File: src/rtl/display_pkg.sv
// Shared constants and helpers for the BCD counter / display scanner slice.
package display_pkg;

    localparam int DIGIT_W = 4;

    localparam logic [DIGIT_W-1:0] BCD_MAX  = 4'd9;
    localparam logic [DIGIT_W-1:0] BCD_ZERO = 4'd0;

    // A divider of one cycle still needs a one-bit register to stay legal.
    function automatic int div_width(input int scan_div);
        return (scan_div > 1) ? $clog2(scan_div) : 1;
    endfunction

    function automatic int idx_width(input int digits);
        return (digits > 1) ? $clog2(digits) : 1;
    endfunction

    // Non-decimal nibbles are forced to zero so the counter never leaves BCD space.
    function automatic logic [DIGIT_W-1:0] bcd_sanitize(input logic [DIGIT_W-1:0] v);
        return (v > BCD_MAX) ? BCD_ZERO : v;
    endfunction

endpackage

File: src/rtl/bcd_digit.sv
// One BCD digit register: up/down step with ripple carry/borrow and sanitised load.
module bcd_digit
    import display_pkg::*;
(
    input  logic               clk,
    input  logic               rst_n,
    input  logic               load,
    input  logic [DIGIT_W-1:0] load_val,
    input  logic               step,
    input  logic               up,
    output logic [DIGIT_W-1:0] value,
    output logic [DIGIT_W-1:0] next_value,
    output logic               chain_out
);

    logic [DIGIT_W-1:0] value_q;

    // chain_out is the carry (up) or borrow (down) into the next digit, same cycle.
    always_comb begin
        next_value = value_q;
        chain_out  = 1'b0;
        if (load) begin
            next_value = bcd_sanitize(load_val);
        end else if (step) begin
            if (up) begin
                if (value_q == BCD_MAX) begin
                    next_value = BCD_ZERO;
                    chain_out  = 1'b1;
                end else begin
                    next_value = value_q + 4'd1;
                end
            end else begin
                if (value_q == BCD_ZERO) begin
                    next_value = BCD_MAX;
                    chain_out  = 1'b1;
                end else begin
                    next_value = value_q - 4'd1;
                end
            end
        end
    end

    always_ff @(posedge clk or negedge rst_n) begin
        if (!rst_n) begin
            value_q <= BCD_ZERO;
        end else begin
            value_q <= next_value;
        end
    end

    assign value = value_q;

endmodule

File: src/rtl/bcd_scan_counter.sv
// Multi-digit BCD up/down counter feeding a multiplexed 7-segment decoder:
// one registered digit plus active-low anode enables per scan slot.
module bcd_scan_counter
    import display_pkg::*;
#(
    parameter int DIGITS   = 4,
    parameter int SCAN_DIV = 50000
) (
    input  logic                      iClk,
    input  logic                      iRst_n,
    input  logic                      iCntEn,
    input  logic                      iUp,
    input  logic                      iLoad,
    input  logic [DIGIT_W*DIGITS-1:0] iLoadData,
    input  logic                      iBlankLead,
    output logic [DIGIT_W-1:0]        oData,
    output logic [DIGITS-1:0]         oSel,
    output logic [DIGIT_W*DIGITS-1:0] oCount,
    output logic                      oCarry
);

    localparam int CW = DIGIT_W * DIGITS;
    localparam int DW = div_width(SCAN_DIV);
    localparam int IW = idx_width(DIGITS);
    localparam logic [DIGITS-1:0] SEL_RST = ~DIGITS'(1);

    generate
        if (DIGITS < 1 || DIGITS > 8) begin : g_bad_digits
            $error("bcd_scan_counter: DIGITS must be in 1..8");
        end
        if (SCAN_DIV < 1) begin : g_bad_scan_div
            $error("bcd_scan_counter: SCAN_DIV must be >= 1");
        end
    endgenerate

    logic [CW-1:0]      count_q;
    logic [CW-1:0]      count_d;
    logic [DIGITS:0]    chain;
    logic [DW-1:0]      div_q;
    logic [DW-1:0]      div_d;
    logic [IW-1:0]      idx_q;
    logic [IW-1:0]      idx_d;
    logic               div_last;
    logic [DIGIT_W-1:0] data_q;
    logic [DIGITS-1:0]  sel_q;
    logic               carry_q;
    logic [DIGIT_W-1:0] slot_data;
    logic [DIGITS-1:0]  slot_sel;
    logic               slot_blank;
    logic               all_zero;

    // The count strobe enters digit 0; each digit forwards its wrap to the next.
    assign chain[0] = iCntEn;

    generate
        for (genvar g = 0; g < DIGITS; g++) begin : g_digit
            bcd_digit u_digit (
                .clk        (iClk),
                .rst_n      (iRst_n),
                .load       (iLoad),
                .load_val   (iLoadData[g*DIGIT_W +: DIGIT_W]),
                .step       (chain[g]),
                .up         (iUp),
                .value      (count_q[g*DIGIT_W +: DIGIT_W]),
                .next_value (count_d[g*DIGIT_W +: DIGIT_W]),
                .chain_out  (chain[g+1])
            );
        end
    endgenerate

    always_comb begin
        div_last = (div_q == DW'(SCAN_DIV - 1));
        div_d    = div_last ? '0 : div_q + 1'b1;
        idx_d    = idx_q;
        if (div_last) begin
            idx_d = (idx_q == IW'(DIGITS - 1)) ? '0 : idx_q + 1'b1;
        end
    end

    // Slot outputs come from next-state count and index so oData and oSel
    // land on the same edge; blanking walks down from the top digit.
    always_comb begin
        all_zero   = 1'b1;
        slot_data  = BCD_ZERO;
        slot_sel   = '1;
        slot_blank = 1'b0;
        for (int k = DIGITS - 1; k >= 0; k--) begin
            all_zero = all_zero && (count_d[k*DIGIT_W +: DIGIT_W] == BCD_ZERO);
            if (idx_d == IW'(k)) begin
                slot_data   = count_d[k*DIGIT_W +: DIGIT_W];
                slot_sel[k] = 1'b0;
                slot_blank  = iBlankLead && (k != 0) && all_zero;
            end
        end
        if (slot_blank) begin
            slot_sel = '1;
        end
    end

    always_ff @(posedge iClk or negedge iRst_n) begin
        if (!iRst_n) begin
            div_q   <= '0;
            idx_q   <= '0;
            data_q  <= BCD_ZERO;
            sel_q   <= SEL_RST;
            carry_q <= 1'b0;
        end else begin
            div_q   <= div_d;
            idx_q   <= idx_d;
            data_q  <= slot_data;
            sel_q   <= slot_sel;
            carry_q <= chain[DIGITS];
        end
    end

    assign oData  = data_q;
    assign oSel   = sel_q;
    assign oCount = count_q;
    assign oCarry = carry_q;

endmodule
File: config.mk
export PLATFORM = sky130hd
export DESIGN_NAME = bcd_scan_counter
export DESIGN_NICKNAME = d
export VERILOG_FILES = /design/src/rtl/display_pkg.sv /design/src/rtl/bcd_digit.sv /design/src/rtl/bcd_scan_counter.sv
export SDC_FILE = /design/constraint.sdc
export NUM_CORES = 1
export LEC_CHECK = 0
export ABC_AREA = 0
export CAP_MARGIN = 20
export CORE_UTILIZATION = 48
export CTS_BUF_LIST = sky130_fd_sc_hd__clkbuf_4 sky130_fd_sc_hd__clkbuf_8 sky130_fd_sc_hd__clkbuf_16
export CTS_CLUSTER_DIAMETER = 150
export DETAILED_ROUTE_END_ITERATION = 6
export MAX_ROUTING_LAYER = met4
export PLACE_DENSITY = 0.76
export SLEW_MARGIN = 20
export SYNTH_ARGS = -nofsm -noshare
export SYNTH_HDL_FRONTEND = slang
export SYNTH_SLANG_ARGS = --single-unit
File: constraint.sdc
create_clock -name iClk -period 2.5 [get_ports iClk]
set_clock_uncertainty 0.2 [all_clocks]
set_input_delay 0.5 -clock iClk [delete_from_list [all_inputs] [get_ports iClk]]
set_output_delay 0.5 -clock iClk [all_outputs]
set_load 0.02 [all_outputs]
==> results.txt <==
The post-placement setup slack came out at -0.604 ns. Together, buffers and inverters on the worst path number 2. The final net count is 422. The synthesis-to-finish area growth is 35.5%.

The async set-reset flop share out of synthesis came out at 100%. The largest total area in the synthesized netlist belongs to dfrtp_1. Once detail routing completed, the nets flagged for antenna violations numbered 0.

The number of max-slew violations in the final report came out at 0. STA classifies the critical path endpoint as a flip-flop. The part of the power in registers is 43.6%. The clock sink total is 43. Summed over all nets, the half-perimeter wirelength after detailed placement is 5370 µm. The overflow left after global routing is 0. For this run, the number of Yosys warnings is 0. The top achievable clock speed came out at 0.388 GHz. The analysis attributes to cell leakage a power of 1.56 nW.

Registers take 1080 µm². The antenna cell count is 0. The wire length of the first global-routing pass came out at 12000 µm. The prevailing post-synth register cell is dfrtp_1. Setup repair after global routing could not meet its margin everywhere. The data arrival time at the worst-slack endpoint came out at 2.56 ns. Sequential elements use 39.1% of the synthesized area. The initial antenna violation count came out at 0.

The residual DRC count is 0. The final reports fail on setup timing. The later pin in the worst-skew pair is clocked with a latency of 0.30 ns.

The internal power of the cells totals 1.19 mW. The kind of cell adding the most delay to the critical path is simple AND/OR/NAND/NOR gates. In this run the tool buffered the top-level ports with 46 buffer cells. The via count of the first global-routing pass was 2501. The number of instances in the synthesized netlist came out at 319. For this run, the detailed router's first-pass iteration total came to 5. The final core area utilization is 67.5%.

The placer congestion estimate came out at 0.886. The switching part of the total came out at 31.7%. The routed wire length per instance is 15.1 µm. The final count of hold timing violations came out at 0.

Summing internal, switching and leakage power gives 1.75 mW. The routed via count is 2708. The critical path in this run is classified as reg2reg.

The I/O pin count is 47. The total global-route track usage is 26.0%. The source of the critical timing path is g_digit[0].u_digit.value[2]$_DFF_PN0_. The total clock buffers created by CTS is 5. In the finished design, the share of the clock period the worst path needs comes to 103%. Sorting the synthesized cells by area gives the leading types as dfrtp_1 (36%), xnor2_1 (4.1%), mux2i_1 (4.0%), o21ai_0 (4.0%), a21oi_1 (3.6%). The iteration-0 DRC count of the detailed router is 161. Averaged over all synthesized cells, the footprint is 8.66 µm². The area of the core region is 5540 µm². The reported max-cap violation count came out at 0. The number of flops mapped to enable cells by yosys came out at 0.

The slowest stage of the critical path belongs to the cell or4b_4. In this run, placement finished with an instance count of 460. The number of buffers between clock root and the deepest sink is 2.

The root buffer cell chosen for the clock tree is clkbuf_8. The fraction of final layout cells sized beyond drive strength 1 came out at 20.8%. The distinct cell type count of the synthesized netlist came out at 57.

Subtracting the final worst setup slack from the clock period gives 2.58 ns. The slack of the worst reg-to-reg path is -0.08 ns. The least setup slack across all paths after layout came out at -0.0769 ns. The maximum number of pins on one net before global-route repair came out at 27. At the pin with the least slew margin, the transition time is 0.566 ns. The post-synthesis net count is 343. The number of filler instances in the final layout is 461.

The maximum vdd drop came out at 0.238 mV. The maximum fanout along the worst path is 5. Summing all multi-input logic gate instances after layout gives 1610 µm². The H-tree depth is 2. The total power divided by cell area came out at 467 nW/µm². The die covers 6060 µm². The final routed wirelength across all metal layers is 7120 µm. In this run the worst hold path is classified as reg2reg. The worst max-slew margin expressed relative to the limit came out at 62.2%. The area share of the largest cell type after synthesis is 36.2%. The width of the die is 77.9 µm. The clock input transition at the sequential cells of the worst setup and hold paths came out at 0.08 ns.

Using the TritonRoute via totals, the vias-per-cell ratio works out to 5.75. Setup violations remaining at the end of the flow were counted as 3. The critical path data required time came out at 2.49 ns. The placement row count came out at 27.

The count of non-filler cells in the finished layout is 471. The run finished, with violations left. The TritonCTS clock tree is built.

In this run the power spent charging and discharging nets is 555 µW. Once the floorplan was initialized, standard cells occupied 49.9% of the core. The post-synth design cell area is 2760 µm².

Traced cell by cell, the critical path runs through or4b_4 -> a211oi_4 -> and2_4 -> buf_4 -> a211oi_2 -> buf_4 -> a311oi_2 -> a211o_1 -> o21ai_1. Counting stages on the worst path, the most repeated cell is buf_4. STA classifies the critical path startpoint as a flip-flop. The die extent in y came out at 77.9 µm. The combinational power share came out at 31.1%.

The maximum cell stage delay along the critical path came out at 0.60 ns. The startpoint identified for the worst hold timing path is div_q[13]$_DFF_PN0_. The worst register-to-register path begins at g_digit[0].u_digit.value[2]$_DFF_PN0_. The power share of the clock group came out at 25.3%. The count of state elements after synthesis is 43.
kinds of logic (layout without fill, tap and decap cells):
kind of cell    count (synthesis)  count (layout)  share of synthesized area [%]
fa+ha+maj                       2               2                          0.906
compound gates                 93              93                           21.9
xor+xnor                       20              20                           6.34
simple gates                  114             114                           22.6
flops                          43              43                           39.1
mux                            11              11                           3.99
buf+inv                        36             116                           5.25
placed cells by master (no fill, tap or decap), drive strengths merged, types with 5 or more instances in the layout:
cell type	netlist	routed
nor3	7	7
and3	5	5
o21ai	25	25
nand2	22	22
clkbuf	18	6
xor2	7	7
a31oi	10	10
dfrtp	40	40
nor4	5	5
mux2i	11	11
and2	5	5
a21oi	21	21
nand4	8	8
xnor2	13	13
clkdlybuf4s50	0	42
o22ai	5	5
nand3	14	14
nor2	21	21
or3	7	7
inv	12	12
buf	6	50
layout make-up:
cell class / instances / share of cell area, %
flip-flops and latches: 43 / 28.9
inverters: 12 / 1.20
repair buffers: 96 / 22.2
well taps: 72 / 2.41
clock buffers: 6 / 2.04
clock inverters: 2 / 0.334
multi-input cells: 240 / 42.9
power by group through the flow:
stage,Sequential [mW],Clock (mW),Combinational (mW)
2_1_floorplan,0.811,0,0.238
3_3_place_gp,0.774,0,0.515
3_5_place_dp,0.774,0,0.522
4_1_cts,0.762,0.451,0.535
5_1_grt,0.767,0.477,0.591
6_report,0.763,0.443,0.543
registers in the layout (all words and copies together) (netlist names):
register and count:
div_q 16, g_digit.u_digit.value 16, oData 4, oSel 4
idx_q 2, oCarry 1
worst register-to-register path: cells and delay by family (launching register included):
family | cells | cell delay (ns)
flip-flops | 1 | 0.41
AO/OA/AOI/OAI | 5 | 0.76
buffers and inverters | 2 | 0.30
AND/OR/NAND/NOR | 2 | 0.80
final timing paths:
| path | depth (start not counted) | endpoint |
|---|---|---|
| max | 9 | oData[3]$_DFF_PN0_ |
| min | 1 | div_q[13]$_DFF_PN0_ |
| max reg2reg | 9 | oData[3]$_DFF_PN0_ |
| min reg2reg | 1 | div_q[13]$_DFF_PN0_ |
| max in group asynchronous | 3 | g_digit[0].u_digit.value[2]$_DFF_PN0_ |
| min in group asynchronous | 2 | div_q[7]$_DFF_PN0_ |
cell usage after synthesis, drive strengths merged, types with 8 or more instances:
cell type / count
a21oi: 21
a31oi: 10
clkbuf: 18
dfrtp: 40
inv: 12
mux2i: 11
nand2: 22
nand3: 14
nand4: 8
nor2: 21
o21ai: 25
xnor2: 13
stage by stage:
stage                     hold slack [ns]  TNS [ns]  cell area, µm²
after floorplan                   0.00441    -0.266            2780
after global placement              0.291     -6.09            3570
after detailed placement            0.293     -6.61            3570
after CTS                           0.308   -0.0912            3700
after global routing                0.339    -0.530            3740
final                               0.309    -0.135            3740
layer usage:
| metal | global-route usage [%] | share of wire (%) | vias to the layer above |
|---|---|---|---|
| met4 | 6.23 | 1.2 | 0 |
| met5 | - | 0 | - |
| met1 | 34.7 | 44 | 1261 |
| li1 | - | - | 1333 |
| met2 | 41.4 | 47 | 103 |
| met3 | 4.12 | 7.7 | 11 |
repair_timing:
action | 4_1_cts | 5_1_grt
hold buffers | 1 | 0
endpoints found under the hold margin | 5 | 0
endpoints found under the setup margin | 10 | 7
resized for setup | 12 | 9
pin swaps | 7 | 9
buffers inserted | 0 | 3
Note: power is estimated with default switching activity, not from simulation.
